--- config.mk ---
export PLATFORM = sky130hd
export DESIGN_NAME = mem_stage_ctrl
export DESIGN_NICKNAME = d
export VERILOG_FILES = /design/src/rtl/mem_stage_ctrl_pkg.sv /design/src/rtl/mem_wait_timer.sv /design/src/rtl/mem_stage_ctrl.sv
export SDC_FILE = /design/constraint.sdc
export NUM_CORES = 1
export LEC_CHECK = 0
export BUFFER_PORTS_ARGS = -buffer_cell sky130_fd_sc_hd__buf_2
export CORE_MARGIN = 2
export CORE_UTILIZATION = 36
export DETAILED_ROUTE_END_ITERATION = 8
export PLACE_DENSITY = 0.72
export SLEW_MARGIN = 20
export SYNTH_ARGS = -nofsm -noshare
export SYNTH_HDL_FRONTEND = slang
export SYNTH_SLANG_ARGS = --single-unit
--- constraint.sdc ---
create_clock -name clock -period 2 [get_ports clock]
set_clock_uncertainty 0.1 [all_clocks]
set_input_delay 0 -clock clock [delete_from_list [all_inputs] [get_ports clock]]
set_output_delay 0 -clock clock [all_outputs]
set_load 0.02 [all_outputs]
--- src/rtl/mem_stage_ctrl_pkg.sv ---
// Shared types and constants for the MEM stage: state encoding, pipeline
// field widths and the poison value returned by a timed-out load.
package mem_stage_ctrl_pkg;

  localparam int DATA_W = 32;
  localparam int REG_W  = 5;

  localparam logic [DATA_W-1:0] ERR_DATA_DEFAULT = 32'hDEAD_BEEF;

  typedef enum logic [1:0] {
    IDLE  = 2'd0,
    WAIT  = 2'd1,
    ABORT = 2'd2
  } mem_state_e;

endpackage

--- src/rtl/mem_wait_timer.sv ---
// Counts cycles a data-memory request has gone unacknowledged and flags the
// final allowed cycle so the controller can abort the access.
module mem_wait_timer
  import mem_stage_ctrl_pkg::*;
#(
  parameter int TIMEOUT = 16
) (
  input  logic clock,
  input  logic reset,
  input  logic access_i,
  input  logic req_i,
  input  logic ack_i,
  output logic tout_o
);

  localparam int CNT_W = $clog2(TIMEOUT);
  localparam logic [CNT_W-1:0] CNT_LAST = CNT_W'(TIMEOUT - 1);

  logic [CNT_W-1:0] cnt_q, cnt_d;

  assign tout_o = req_i & ~ack_i & (cnt_q == CNT_LAST);

  // Clearing on tout keeps the count inside 0..TIMEOUT-1 so it never wraps.
  always_comb begin
    cnt_d = cnt_q;
    if (~access_i | (req_i & ack_i) | tout_o) begin
      cnt_d = '0;
    end else if (req_i & ~ack_i) begin
      cnt_d = cnt_q + 1'b1;
    end
  end

  always_ff @(posedge clock or negedge reset) begin
    if (!reset) begin
      cnt_q <= '0;
    end else begin
      cnt_q <= cnt_d;
    end
  end

endmodule

--- src/rtl/mem_stage_ctrl.sv ---
// MEM stage of the pipelined CPU: req/ack data-memory handshake with timeout,
// upstream stall generation and the MEM/WB pipeline register.
module mem_stage_ctrl
  import mem_stage_ctrl_pkg::*;
#(
  parameter int                TIMEOUT  = 16,
  parameter logic [DATA_W-1:0] ERR_DATA = ERR_DATA_DEFAULT
) (
  input  logic              clock,
  input  logic              reset,
  input  logic              mwreg,
  input  logic              mm2reg,
  input  logic              mwmem,
  input  logic [REG_W-1:0]  mrd,
  input  logic [DATA_W-1:0] mr,
  input  logic [DATA_W-1:0] mqb,
  input  logic              dmem_ack,
  input  logic [DATA_W-1:0] dmem_rdata,
  output logic              dmem_req,
  output logic              dmem_we,
  output logic [DATA_W-1:0] dmem_addr,
  output logic [DATA_W-1:0] dmem_wdata,
  output logic              mem_stall,
  output logic              mem_err,
  output logic              wwreg,
  output logic              wm2reg,
  output logic [REG_W-1:0]  wrd,
  output logic [DATA_W-1:0] wr,
  output logic [DATA_W-1:0] wmo
);

  mem_state_e state_q, state_d;

  logic access;
  logic done;
  logic tout;

  logic              wwreg_q, wwreg_d;
  logic              wm2reg_q, wm2reg_d;
  logic [REG_W-1:0]  wrd_q, wrd_d;
  logic [DATA_W-1:0] wr_q, wr_d;
  logic [DATA_W-1:0] wmo_q, wmo_d;
  logic              err_q;

  assign access     = mm2reg | mwmem;
  assign dmem_req   = access & (state_q != ABORT);
  assign dmem_we    = mwmem;
  assign dmem_addr  = mr;
  assign dmem_wdata = mqb;
  assign done       = dmem_req & dmem_ack;
  assign mem_stall  = access & ~done & ~tout;

  mem_wait_timer #(
    .TIMEOUT (TIMEOUT)
  ) u_timer (
    .clock    (clock),
    .reset    (reset),
    .access_i (access),
    .req_i    (dmem_req),
    .ack_i    (dmem_ack),
    .tout_o   (tout)
  );

  // ABORT lasts one cycle with the request dropped, which swallows any late ack.
  always_comb begin
    state_d = state_q;
    unique case (state_q)
      IDLE: begin
        if (tout) begin
          state_d = ABORT;
        end else if (dmem_req & ~dmem_ack) begin
          state_d = WAIT;
        end
      end
      WAIT: begin
        if (done | ~dmem_req) begin
          state_d = IDLE;
        end else if (tout) begin
          state_d = ABORT;
        end
      end
      ABORT:   state_d = IDLE;
      default: state_d = IDLE;
    endcase
  end

  always_ff @(posedge clock or negedge reset) begin
    if (!reset) begin
      state_q <= IDLE;
    end else begin
      state_q <= state_d;
    end
  end

  // While stalled a bubble goes to WB; a timed-out access retires without a write.
  always_comb begin
    wwreg_d  = 1'b0;
    wm2reg_d = 1'b0;
    wrd_d    = wrd_q;
    wr_d     = wr_q;
    wmo_d    = wmo_q;
    if (!mem_stall) begin
      wwreg_d  = mwreg & ~tout;
      wm2reg_d = mm2reg & ~tout;
      wrd_d    = mrd;
      wr_d     = mr;
      if (done & ~mwmem) begin
        wmo_d = dmem_rdata;
      end else if (tout & mm2reg) begin
        wmo_d = ERR_DATA;
      end else begin
        wmo_d = '0;
      end
    end
  end

  always_ff @(posedge clock or negedge reset) begin
    if (!reset) begin
      wwreg_q  <= 1'b0;
      wm2reg_q <= 1'b0;
      wrd_q    <= '0;
      wr_q     <= '0;
      wmo_q    <= '0;
      err_q    <= 1'b0;
    end else begin
      wwreg_q  <= wwreg_d;
      wm2reg_q <= wm2reg_d;
      wrd_q    <= wrd_d;
      wr_q     <= wr_d;
      wmo_q    <= wmo_d;
      err_q    <= tout;
    end
  end

  assign wwreg   = wwreg_q;
  assign wm2reg  = wm2reg_q;
  assign wrd     = wrd_q;
  assign wr      = wr_q;
  assign wmo     = wmo_q;
  assign mem_err = err_q;

endmodule

==> key figures, run 1 <==
Floorplan
  • Chip height: 102.8 µm
  • I/O pin total: 246
  • Starting Density: 36.42%
  • Die width: 102.8 µm
  • Row count: 36

Logic synthesis
  • Syn nets: 366
  • Post-synthesis sequential area ratio: 55.60%
  • Post-synthesis sequential element count: 78
  • Synthesized area per cell: 13.61 µm²
  • Post-Syn Area: 3511 µm²
  • Cells after Synth: 258
  • Synth Warn #: 0
  • Distinct cells, synth: 29

Clock tree
  • Worst-case clock buffer depth: 2
  • CTS sink count: 78
  • Hold buffers post-CTS: 104
  • Post_cts resized: 0
  • CTS H-tree depth: 3
  • Root Driver: clkbuf_8
  • Post CTS Setup Buffer Count: 0
  • CTS buffer count: 9

Placement
  • Routability cong.: 0.7635
  • Placed Instances: 499
  • PortBufs: 181
  • Post-DP HPWL: 5.510 mm

Outcome
  • Stop stage: 4_1_cts
  • Log Error: [ERROR RSZ-0060] Max buffer count reached.
  • Status: stopped before the end
## cells by family after synthesis
family                   Yosys count  share of synthesized area, %
AO/OA/AOI/OAI                     37                         9.694
adder cells (fa/ha/maj)            1                        0.3563
buffers and inverters             80                         17.46
flip-flops                        78                         55.60
multiplexers                      38                         12.15
AND/OR/NAND/NOR                   24                         4.740
## cells in the mapped netlist
| library cell | n | area share (%) |
|---|---|---|
| clkbuf_1 | 2 | 0.21 |
| o21ai_0 | 1 | 0.14 |
| nand3_2 | 1 | 0.29 |
| nand2_1 | 4 | 0.43 |
| mux2i_1 | 1 | 0.29 |
| a21oi_2 | 1 | 0.25 |
| o22ai_1 | 1 | 0.18 |
| nor4_4 | 1 | 0.61 |
| nor2b_1 | 3 | 0.53 |
| and3_1 | 2 | 0.36 |
| nand4_1 | 1 | 0.18 |
| buf_2 | 4 | 0.57 |
| mux2_1 | 37 | 12 |
| dfrtp_1 | 78 | 56 |
| and2b_4 | 1 | 0.29 |
| nor2_1 | 2 | 0.21 |
| a21oi_1 | 2 | 0.29 |
| ha_1 | 1 | 0.36 |
| nand3_1 | 1 | 0.14 |
| and3b_1 | 1 | 0.25 |
| nor3_1 | 1 | 0.14 |
| buf_6 | 8 | 2.6 |
| nor4b_2 | 1 | 0.43 |
| nand2b_1 | 1 | 0.18 |
| a22o_1 | 8 | 2.0 |
| nor4_1 | 3 | 0.53 |
| nor2_2 | 1 | 0.18 |
| a221o_1 | 24 | 6.8 |
| buf_4 | 66 | 14 |
## through the flow
stage	cell area (µm²)	setup slack, ns	hold slack, ns	utilization (%)
after floorplan	3511	0.2103	-0.3956	-
after global placement	4081	0.1823	-0.09986	42.34
after detailed placement	4081	0.09867	-0.09986	42.34
==> run 2: changes to the inputs <==
Settings changed: CORE_UTILIZATION 36 to 21, PLACE_DENSITY 0.72 to default, PLACE_DENSITY_LB_ADDON from default to 0.15.
==> run 2 against run 1 <==
Compared with the run above:
- the flow now finishes without violations
- synthesized area is the same
- synthesized cell count unchanged
==> key figures, run 2 <==
Clock tree
  • Root Driver: clkbuf_16
  • CTS H-tree depth: 3 (unchanged)
  • Worst-case clock buffer depth: 2 (unchanged)
  • Clk_lat worst skew: 0.34 ns
  • CTS buffer count: 9 (unchanged)
  • CTS sink count: 78 (unchanged)
  • CTS clk-pin slew, worst paths: 0.06 ns
  • CTS tree: yes

Timing
  • Slew HR: 58.74%
  • Final period demand of the worst path: 1.878 ns
  • Finish-stage setup viols: 0
  • Achievable Freq: 532.4 MHz
  • Final Worst Setup Slack: 0.1218 ns
  • Actual slew at the worst max-slew pin: 0.6161 ns
  • Final Hold Slack: 0.05085 ns
  • Final Hold Fails: 0
  • Final period util: 93.91%
  • Fin. max-slew vios: 0

Final layout
  • Antenna Cells: 0
  • Commonest non-fill, non-tap cell in the layout: buf_2
  • Layout Nets: 593
  • Most frequent cells in the layout: buf_2, dlygate4sd3_1, dfrtp_1
  • Core Util, Final: 33.92%
  • Synth-to-Final Area Change: 59.09%
  • Fraction of layout cells with a size suffix above 1: 43.47%
  • Finished Cell Area: 5585 µm²

Power and ir drop
  • PwrDens: 767.0 nW/µm²
  • Net Sw Frac: 27.29%
  • Worst VDD drop: 0.3792 mV
  • Net switching power: 0.001169 W
  • Comb pwr share: 20.1%
  • Power share of the sequential group: 40.8%
  • Leakage power: 2.745 nW
  • Clock network fraction of design power: 39.1%
  • Internal power: 0.003115 W

Setup path
  • Critical Path Sink Type: output pin
  • Critical-path top delay cell: dfrtp_1
  • WS Path Type: reg -> out
  • CP Launch Type: flop
  • Worst-path cell chain: ha_2, nand3_2, nor4_4, nor2b_4, buf_12, buf_2
  • CP delay by family, top: simple AND/OR/NAND/NOR gates
  • Crit path largest cell delay: 0.41 ns
  • Critical Path RT: 1.90 ns
  • Worst Path Arrival: 1.78 ns
  • WP buf/inv: 2
  • Worst Path Max Fanout: 31

Logic synthesis
  • Cell taking the most area after synthesis: dfrtp_1
  • Number of synthesized flops with an enable pin: 0 (unchanged)
  • Post-synthesis async set-or-reset flop share: 100.0% (unchanged)
  • Compound-gate portion of the synthesized area: 9.694% (unchanged)
  • Syn nets: 366 (unchanged)
  • Post-Syn Area: 3511 µm² (unchanged)
  • Post-synth top area share: 55.60% (unchanged)
  • Top_reg_cell synth: dfrtp_1
  • Distinct cells, synth: 29 (unchanged)
  • Top-count cell post-synth: dfrtp_1
  • XOR/XNOR share of the synthesized area: 0% (unchanged)
  • Synthesized area per cell: 13.61 µm² (unchanged)
  • Largest family of logic cells by synthesized area: buffers and inverters
  • Fraction of synthesized area in multiplexers: 12.15% (unchanged)
  • Adder-cell area share of the yosys netlist: 0.3564% (unchanged)
  • Post-synthesis simple-gate area fraction: 4.740% (unchanged)
  • Synth Warn #: 0 (unchanged)
  • Synth top area cells: dfrtp_1, buf_4, mux2_1
  • Post-synthesis sequential element count: 78 (unchanged)
  • Post-synthesis sequential area ratio: 55.60% (unchanged)
  • Most frequent cells after synthesis: dfrtp_1, buf_4, mux2_1, a221o_1
  • Cells after Synth: 258 (unchanged)

Placement
  • Post-DP HPWL: 6.032 mm (+9.5%)
  • PortBufs: 181 (unchanged)
  • Post-Place Setup Slack: 0.1262 ns (+0.02752 ns)
  • Post-Place Cell Area: 4210 µm² (+3.2%)
  • Routability cong.: 0.7073 (-7.4%)

GRT
  • Initial antenna violation count: 0
  • Met3 Usage GRT: 3.044%
  • Largest net degree at the start of global routing: 46
  • Global route overflow: 0
  • Routing usage on met2: 18.13%
  • Number of global-route vias before repair: 2,869
  • Top Usage Layer GRT: met2
  • Global-route wire length before repair: 14.63 mm
  • GR Util met1: 12.35%
  • Total track usage: 10.67%

Detailed routing
  • Antenna violation net count after detailed routing: 0
  • Post-DR vias/cell: 4.048
  • Drt total wl: 9.573 mm
  • Routed wire per std cell: 13.48 µm
  • DRC errors left: 0
  • 1st-iter DRT viols: 123
  • First drt pass iteration count: 4
  • DR vias: 2,874

Min path
  • Hold/Removal Path Class: in -> async

Floorplan
  • Row count: 47 (+31%)
  • Die width: 133.3 µm (+30%)
  • Core area: 16,470 µm²
  • I/O pin total: 246 (unchanged)
  • Chip height: 133.3 µm (+30%)
  • Starting Density: 21.32% (-15 points)
  • Die area: 17,770 µm²

Outcome
  • Status: completed

Job
  • MaxCap Viol Count: 0
[run 2: cell counts after synthesis]
No cell type changed its count.
[run 2: power by group through the flow]
stage                     Clock [W]  Sequential, W  Combinational, W
after floorplan                   0        0.00192          0.000357
after global placement            0        0.00178          0.000654
after detailed placement          0        0.00178          0.000656
after CTS                   0.00174        0.00175          0.000868
after global routing        0.00180        0.00177          0.000924
final                       0.00167        0.00175          0.000861
[run 2: worst paths after layout]
path	startpoint	endpoint	slack, ns	depth (start not counted)
max in group asynchronous	reset	wr[8]	1.12	3
setup reg to reg	u_timer.cnt_q[0]	wmo[1]	0.13	6
min in group clock	mrd[3]	wrd[3]	0.30	3
hold reg to reg	wrd[4]	wrd[4]	0.38	1
hold / removal	reset	wr[0]	0.05	2
setup / recovery	u_timer.cnt_q[0]	mem_stall	0.12	6
[run 2: cell families (layout without fill, tap and decap cells)]
group	Yosys count	in the layout
AO/OA/AOI/OAI	37	37
adder cells (fa/ha/maj)	1	1
buffers and inverters	80	312
flip-flops	78	78
multiplexers	38	38
AND/OR/NAND/NOR	24	24
[run 2: layer usage]
layer / up-vias / share of wire, %
met3: 14 / 8.0
met2: 163 / 49
met4: 0 / 2.1
met5: - / 0
li1: 1320 / -
met1: 1377 / 41
[run 2: metrics by stage]
| step | std cells | power, W | setup TNS, ns |
|---|---|---|---|
| 6_report | 710 | 0.004284 | 0 |
| 5_1_grt | 710 | 0.004493 | -0.004723 |
| 4_1_cts | 710 | 0.004354 | 0 |
| 3_5_place_dp | 587 | 0.002433 | 0 |
| 3_3_place_gp | 587 | 0.002433 | 0 |
| 2_1_floorplan | 258 | 0.002274 | 0 |
[run 2: worst register-to-register path: stages (launching register included)]
cell	delay [ns]
dfrtp_1	0.41
ha_2	0.24
nand3_2	0.11
nor4_4	0.22
nor2b_4	0.10
buf_12	0.19
a221o_1	0.38
[run 2: repair_timing]
item / CTS / global route
setup endpoints to repair: 0 / 3
hold buffers: 107 / 0
setup buffers: 0 / 0
gates resized for setup: 0 / 1
endpoints found under the hold margin: 185 / 0
[run 2: cell type report]
class                   count  area, µm²
fillers                  1631      10880
repair buffers            296       2090
flip-flops and latches     78       1952
multi-input cells         100      967.2
well taps                 220      275.3
clock buffers              12      256.5
clock inverters             4      45.04
Power figures use the tool's default switching activity.
==> run 3: changes to the inputs <==
Settings changed: CELL_PAD_IN_SITES_DETAIL_PLACEMENT from default to 1, CELL_PAD_IN_SITES_GLOBAL_PLACEMENT from default to 1, SETUP_SLACK_MARGIN from default to 0.4.
==> run 3 against run 2 <==
Compared with the run above:
- the flow now finishes with violations (hold timing)
- core utilization up 1.8 points
- via count up 3.9%
- setup slack better by 0.017 ns
- count of clock-buffer cells in the layout down 3
- combinational power up 14%
- non-clock buffer count up 13
- sequential power about the same
- global-route usage up 2.2 points
- register-to-register slack about the same
- wire length up 21%
==> key figures, run 3 (synthesis results as in run 2) <==
Setup path
  • FF-to-FF path depth: 6 (unchanged)
  • FF-to-FF Start: state_q[1]
  • R2r setup slk: 0.14 ns (about the same)
  • Worst R2R End: wmo[9]
  • Critical Path Sink Type: flop
  • Worst Path Arrival: 1.98 ns (+0.20 ns)
  • CP Launch Type: flop
  • Worst Path Max Fanout: 10 (-68%)
  • WS Path Type: reg -> reg
  • Critical-path top delay cell: dfrtp_1
  • Critical Path RT: 2.12 ns (+0.22 ns)
  • Crit path largest cell delay: 0.40 ns (about the same)
  • Worst-path cell chain: and2b_4, nor4_4, nor2b_4, buf_12, clkbuf_16, a221o_1

Outcome
  • Status: finished, violations left
  • Failing checks: hold timing

Timing
  • Final period demand of the worst path: 1.862 ns (-0.01657 ns)
  • Unrepaired setup endpoints after global routing: yes
  • Final Hold Slack: -0.003113 ns (-0.05397 ns)
  • Fin. max-slew vios: 0 (unchanged)
  • Achievable Freq: 537.2 MHz (+0.89%)
  • Setup TNS: 0 ns (unchanged)
  • Final period util: 93.08% (-0.83 points)
  • Slew HR: 63.04% (+4.3 points)
  • Final Hold Fails: 1 (+1)
  • Actual slew at the worst max-slew pin: 0.5543 ns (-0.06174 ns)
  • Finish-stage setup viols: 0 (unchanged)

Detailed routing
  • DR vias: 2,986 (+3.9%)
  • DRC errors left: 0 (unchanged)
  • First drt pass iteration count: 4 (unchanged)
  • Drt total wl: 11.63 mm (+21%)
  • Antenna violation net count after detailed routing: 0 (unchanged)
  • Routed wire per std cell: 16.08 µm (+19%)
  • Post-DR vias/cell: 4.130 (+2.0%)
  • 1st-iter DRT viols: 57 (-54%)

Floorplan
  • Chip height: 133.3 µm (unchanged)
  • Row count: 47 (unchanged)
  • Core area: 16,470 µm² (unchanged)
  • Starting Density: 21.32% (unchanged)
  • I/O pin total: 246 (unchanged)
  • Die width: 133.3 µm (unchanged)
  • Die area: 17,770 µm² (unchanged)

GRT
  • Initial antenna violation count: 0 (unchanged)
  • Global route overflow: 0 (unchanged)
  • Number of global-route vias before repair: 3,278 (+14%)
  • Total track usage: 12.86% (+2.2 points)
  • Global-route wire length before repair: 17.61 mm (+20%)
  • Largest net degree at the start of global routing: 42 (-8.7%)

Clock tree
  • Clk_lat worst skew: 0.33 ns (about the same)
  • CTS clk-pin slew, worst paths: 0.06 ns (about the same)
  • CTS tree: yes
  • CTS sink count: 78 (unchanged)
  • CTS buffer count: 9 (unchanged)
  • Root Driver: clkbuf_16
  • Worst-case clock buffer depth: 2 (unchanged)
  • CTS H-tree depth: 3 (unchanged)

Final layout
  • Fraction of layout cells with a size suffix above 1: 48.51% (+5.0 points)
  • Core Util, Final: 35.71% (+1.8 points)
  • Most frequent cells in the layout: buf_2, dlygate4sd3_1, dfrtp_1
  • Synth-to-Final Area Change: 67.50%
  • Commonest non-fill, non-tap cell in the layout: buf_2
  • Antenna Cells: 0 (unchanged)
  • Layout Nets: 606 (+2.2%)

Placement
  • Post-DP HPWL: 6.964 mm (+15%)
  • PortBufs: 181 (unchanged)
  • Routability cong.: 0.7402 (+4.7%)

Power and ir drop
  • PwrDens: 732.0 nW/µm² (-4.6%)
  • Leakage power: 2.905 nW (+5.8%)
  • Worst VDD drop: 0.3423 mV (-9.7%)

Min path
  • Worst Hold Path EP: mem_err
  • WHS Path Cells: 3
  • Worst Hold Launch: dmem_ack
  • Hold/Removal Path Class: in -> reg

Job
  • MaxCap Viol Count: 0 (unchanged)
==> run 3: cell types whose count changed in the layout (fill, tap and decap cells not counted), sizes merged <==
cell	change
clkinv	-1
bufinv	-1
clkinvlp	+2
buf	+11
clkbuf	-1
inv	+3
==> run 3: worst max-delay path by stage <==
stage / from / slack (ns) / cells past startpoint / end
6_report: state_q[1] / 0.14 / 6 / wmo[9]
3_3_place_gp: u_timer.cnt_q[0] / 0.18 / 6 / wr[6]
5_1_grt: state_q[1] / 0.09 / 6 / mem_stall
4_1_cts: u_timer.cnt_q[0] / 0.10 / 7 / mem_stall
3_5_place_dp: u_timer.cnt_q[0] / 0.10 / 6 / wr[15]
2_1_floorplan: u_timer.cnt_q[0] / 0.27 / 7 / wmo[28]
==> run 3: cell type report <==
class,instances,area (µm²)
fillers,1809,10590
repair buffers,309,2316
flip-flops and latches,78,1953
multi-input cells,100,1054
well taps,220,275.3
clock buffers,9,225.2
clock inverters,7,57.56
==> run 3: where the power goes <==
group          switching, W  internal (W)
clock network      0.000716      0.000858
registers         0.0000587       0.00169
logic              0.000509      0.000469
total               0.00128       0.00302
==> run 3: layer usage <==
layer | track usage [%] | part of all wire (%) | vias up
met5 | 0 | 0 | -
li1 | - | - | 1347
met4 | 4.196 | 1.1 | 0
met1 | 15.41 | 42 | 1482
met3 | 4.148 | 7.9 | 7
met2 | 21.88 | 49 | 150
==> run 3: timing repair <==
item | in CTS | in global routing
hold buffers | 106 | 1
buffers inserted | 6 | 3
endpoints found under the setup margin | 70 | 73
hold endpoints to repair | 144 | 2
gates cloned | 3 | 2
gates resized for setup | 11 | 5
pin swaps | 3 | 6
==> run 3: through the flow <==
stage | instances | instance area (µm²) | total power [W] | setup slack (ns) | hold WS [ns]
3_3_place_gp | 586 | 4260 | 0.002465 | 0.1761 | -0.09986
3_5_place_dp | 586 | 4260 | 0.002473 | 0.1007 | -0.09986
2_1_floorplan | 258 | 3572 | 0.002301 | 0.2736 | -0.3956
6_report | 723 | 5881 | 0.004304 | 0.1384 | -0.003113
5_1_grt | 723 | 5881 | 0.004529 | 0.09032 | -0.01290
4_1_cts | 717 | 5771 | 0.004369 | 0.1017 | -0.1217
==> run 3: critical path: cells and delay by family, from the launching register on <==
kind	cells	cell delay [ns]
simple gates	3	0.55
flops	1	0.40
buf+inv	2	0.34
compound gates	1	0.35
==> run 4: changes to the inputs <==
Settings changed: BUFFER_PORTS_ARGS -buffer_cell sky130_fd_sc_hd__buf_2 to -buffer_cell sky130_fd_sc_hd__buf_4.
==> run 4 against run 3 <==
Compared with the run above:
- the run still ends with hold timing left
- clock power rose by 24%
- via count fell by 0.44%
- combinational power rose by 15%
- final cell count fell by 0.14%
- wire length rose by 2.8%
- final area rose by 8.5%
- register-to-register slack got worse by 0.04 ns
- first-iteration DRC count rose by 11%
- core utilization rose by 3.0 points
- count of clock-buffer cells in the layout rose by 2
- total power rose by 12%
- critical endpoint is now wr[11]
- largest power group is now the clock network
==> key figures, run 4 (synthesis results as in run 2) <==
Outcome
  • Status: finished, violations left
  • Failing checks: hold timing

Power and ir drop
  • PwrDens: 754.3 nW/µm² (+3.0%)
  • Total chip power: 0.004812 W (+12%)
  • Worst VDD drop: 0.3718 mV (+8.6%)
  • Leakage power: 3.076 nW (+5.9%)

Timing
  • Fin. max-slew vios: 0 (unchanged)
  • Setup TNS: 0 ns (unchanged)
  • Final period demand of the worst path: 1.903 ns (+0.04154 ns)
  • Finish-stage setup viols: 0 (unchanged)
  • Unrepaired setup endpoints after global routing: yes
  • Final Hold Fails: 1 (unchanged)
  • Achievable Freq: 525.4 MHz (-2.2%)
  • Final Hold Slack: -0.02782 ns (-0.02471 ns)
  • Slew HR: 63.76% (+0.72 points)
  • Actual slew at the worst max-slew pin: 0.5436 ns (-0.01079 ns)
  • Final period util: 95.16% (+2.1 points)

Setup path
  • Top cell by count, worst path: buf_12
  • WP buf/inv: 3 (+1)
  • Worst Path Max Fanout: 7 (-3)
  • Critical Path Sink Type: flop
  • CP startpoint: state_q[1]
  • Worst-path cell chain: and2b_4, nor4_4, nor2b_4, buf_12, buf_12, buf_16, mux2_4
  • WS Path Type: reg -> reg
  • Worst Path Arrival: 2.02 ns (+0.04 ns)
  • Critical Path RT: 2.12 ns (about the same)
  • CP delay by family, top: simple AND/OR/NAND/NOR gates
  • Crit path largest cell delay: 0.41 ns (about the same)
  • CP Launch Type: flop
  • Critical-path top delay cell: dfrtp_1
  • FF-to-FF Start: state_q[1]

Clock tree
  • Worst-case clock buffer depth: 2 (unchanged)
  • Clk_lat worst skew: 0.34 ns (about the same)
  • CTS sink count: 78 (unchanged)
  • CTS buffer count: 9 (unchanged)
  • Root Driver: clkbuf_16
  • CTS H-tree depth: 3 (unchanged)
  • CTS clk-pin slew, worst paths: 0.06 ns (about the same)
  • CTS tree: yes

GRT
  • Initial antenna violation count: 0 (unchanged)
  • Top Usage Layer GRT: met2
  • Largest net degree at the start of global routing: 42 (unchanged)
  • Global route overflow: 0 (unchanged)
  • Met3 Usage GRT: 3.729% (-0.42 points)
  • Total track usage: 12.90% (+0.040 points)
  • GR Util met1: 15.38% (-0.022 points)
  • Number of global-route vias before repair: 3,278 (unchanged)
  • Global-route wire length before repair: 17.78 mm (+0.98%)
  • Routing usage on met2: 21.56% (-0.32 points)

Final layout
  • Antenna Cells: 0 (unchanged)
  • Most frequent cells in the layout: buf_4, dlygate4sd3_1, dfrtp_1
  • # fillers: 1,768 (-2.3%)
  • Layout Nets: 605 (-0.17%)
  • Synth-to-Final Area Change: 81.72%
  • Fraction of layout cells with a size suffix above 1: 49.80% (+1.3 points)
  • Commonest non-fill, non-tap cell in the layout: buf_4

Floorplan
  • I/O pin total: 246 (unchanged)
  • Die width: 133.3 µm (unchanged)
  • Row count: 47 (unchanged)
  • Starting Density: 21.32% (unchanged)
  • Chip height: 133.3 µm (unchanged)
  • Die area: 17,770 µm² (unchanged)
  • Core area: 16,470 µm² (unchanged)

Detailed routing
  • First drt pass iteration count: 4 (unchanged)
  • Drt total wl: 11.95 mm (+2.8%)
  • 1st-iter DRT viols: 63 (+11%)
  • Antenna violation net count after detailed routing: 0 (unchanged)
  • DRC errors left: 0 (unchanged)
  • DR vias: 2,973 (-0.44%)
  • Routed wire per std cell: 16.56 µm (+2.9%)
  • Post-DR vias/cell: 4.118 (-0.30%)

Min path
  • Hold/Removal Path Class: in -> reg
  • Worst Hold Launch: dmem_ack

Placement
  • Routability cong.: 0.7546 (+1.9%)
  • PortBufs: 181 (unchanged)
  • Post-DP HPWL: 7.140 mm (+2.5%)

Job
  • MaxCap Viol Count: 0 (unchanged)
[run 4: changes by cell type in the layout (fill, tap and decap cells not counted), moves of 3 or more]
cell       before  now
bufinv_16       0    3
buf_4          11  191
buf_2         179    0
mux2_1         22   14
mux2_4         15   23
[run 4: worst paths after layout]
path	end	slack, ns	depth (start not counted)
worst max-delay path	wr[11]	0.1	7
worst min-delay path	u_timer.cnt_q[0]	-0.03	4
worst max register to register	wr[11]	0.1	7
worst min register to register	wr[15]	0.39	1
max in group asynchronous	wr[23]	1.05	3
min in group asynchronous	wr[10]	0.09	2
[run 4: metal layers]
layer  up-vias  part of all wire (%)
met3        19                   8.0
li1       1337                     -
met5         -                     0
met1      1460                    41
met2       157                    49
met4         0                   2.0
[run 4: through the flow]
step | hold WS (ns) | util, % | cells | cell area [µm²] | worst slack (ns)
2_1_floorplan | -0.3956 | - | 258 | 3572 | 0.2736
3_3_place_gp | -0.09986 | 28.61 | 586 | 4711 | 0.1705
3_5_place_dp | -0.09986 | 28.61 | 586 | 4711 | 0.09878
4_1_cts | -0.1889 | 37.85 | 715 | 6232 | 0.1322
5_1_grt | 0.01687 | 38.75 | 722 | 6380 | 0.02819
6_report | -0.02782 | 38.75 | 722 | 6380 | 0.09684
[run 4: final cells by class]
| type | instances | area, µm² | area share [%] |
|---|---|---|---|
| timing repair buffer | 308 | 2731 | 42.81 |
| sequential | 78 | 1953 | 30.61 |
| multi-input combinational | 100 | 1071 | 16.79 |
| tap | 220 | 275.3 | 4.315 |
| clock buffer | 11 | 242.7 | 3.805 |
| clock inverter | 5 | 106.4 | 1.667 |
[run 4: what timing repair did]
item | 4_1_cts | 5_1_grt
endpoints found under the setup margin | 70 | 72
gates resized for setup | 5 | 12
pin swaps | 3 | 8
setup buffers | 6 | 4
gates cloned | 2 | 2
hold endpoints to repair | 144 | 2
hold buffers | 105 | 1
[run 4: report_power, final]
group | internal (W) | switching (W) | total (W)
Combinational | 0.000598 | 0.000517 | 0.00112
Clock | 0.00126 | 0.000680 | 0.00194
Sequential | 0.00169 | 0.0000663 | 0.00176
[run 4: worst register-to-register path: cells and delay by family (launching register included)]
kind,cells,cell delay (ns)
buffers and inverters,3,0.42
flip-flops,1,0.41
multiplexers,1,0.29
AND/OR/NAND/NOR,3,0.56
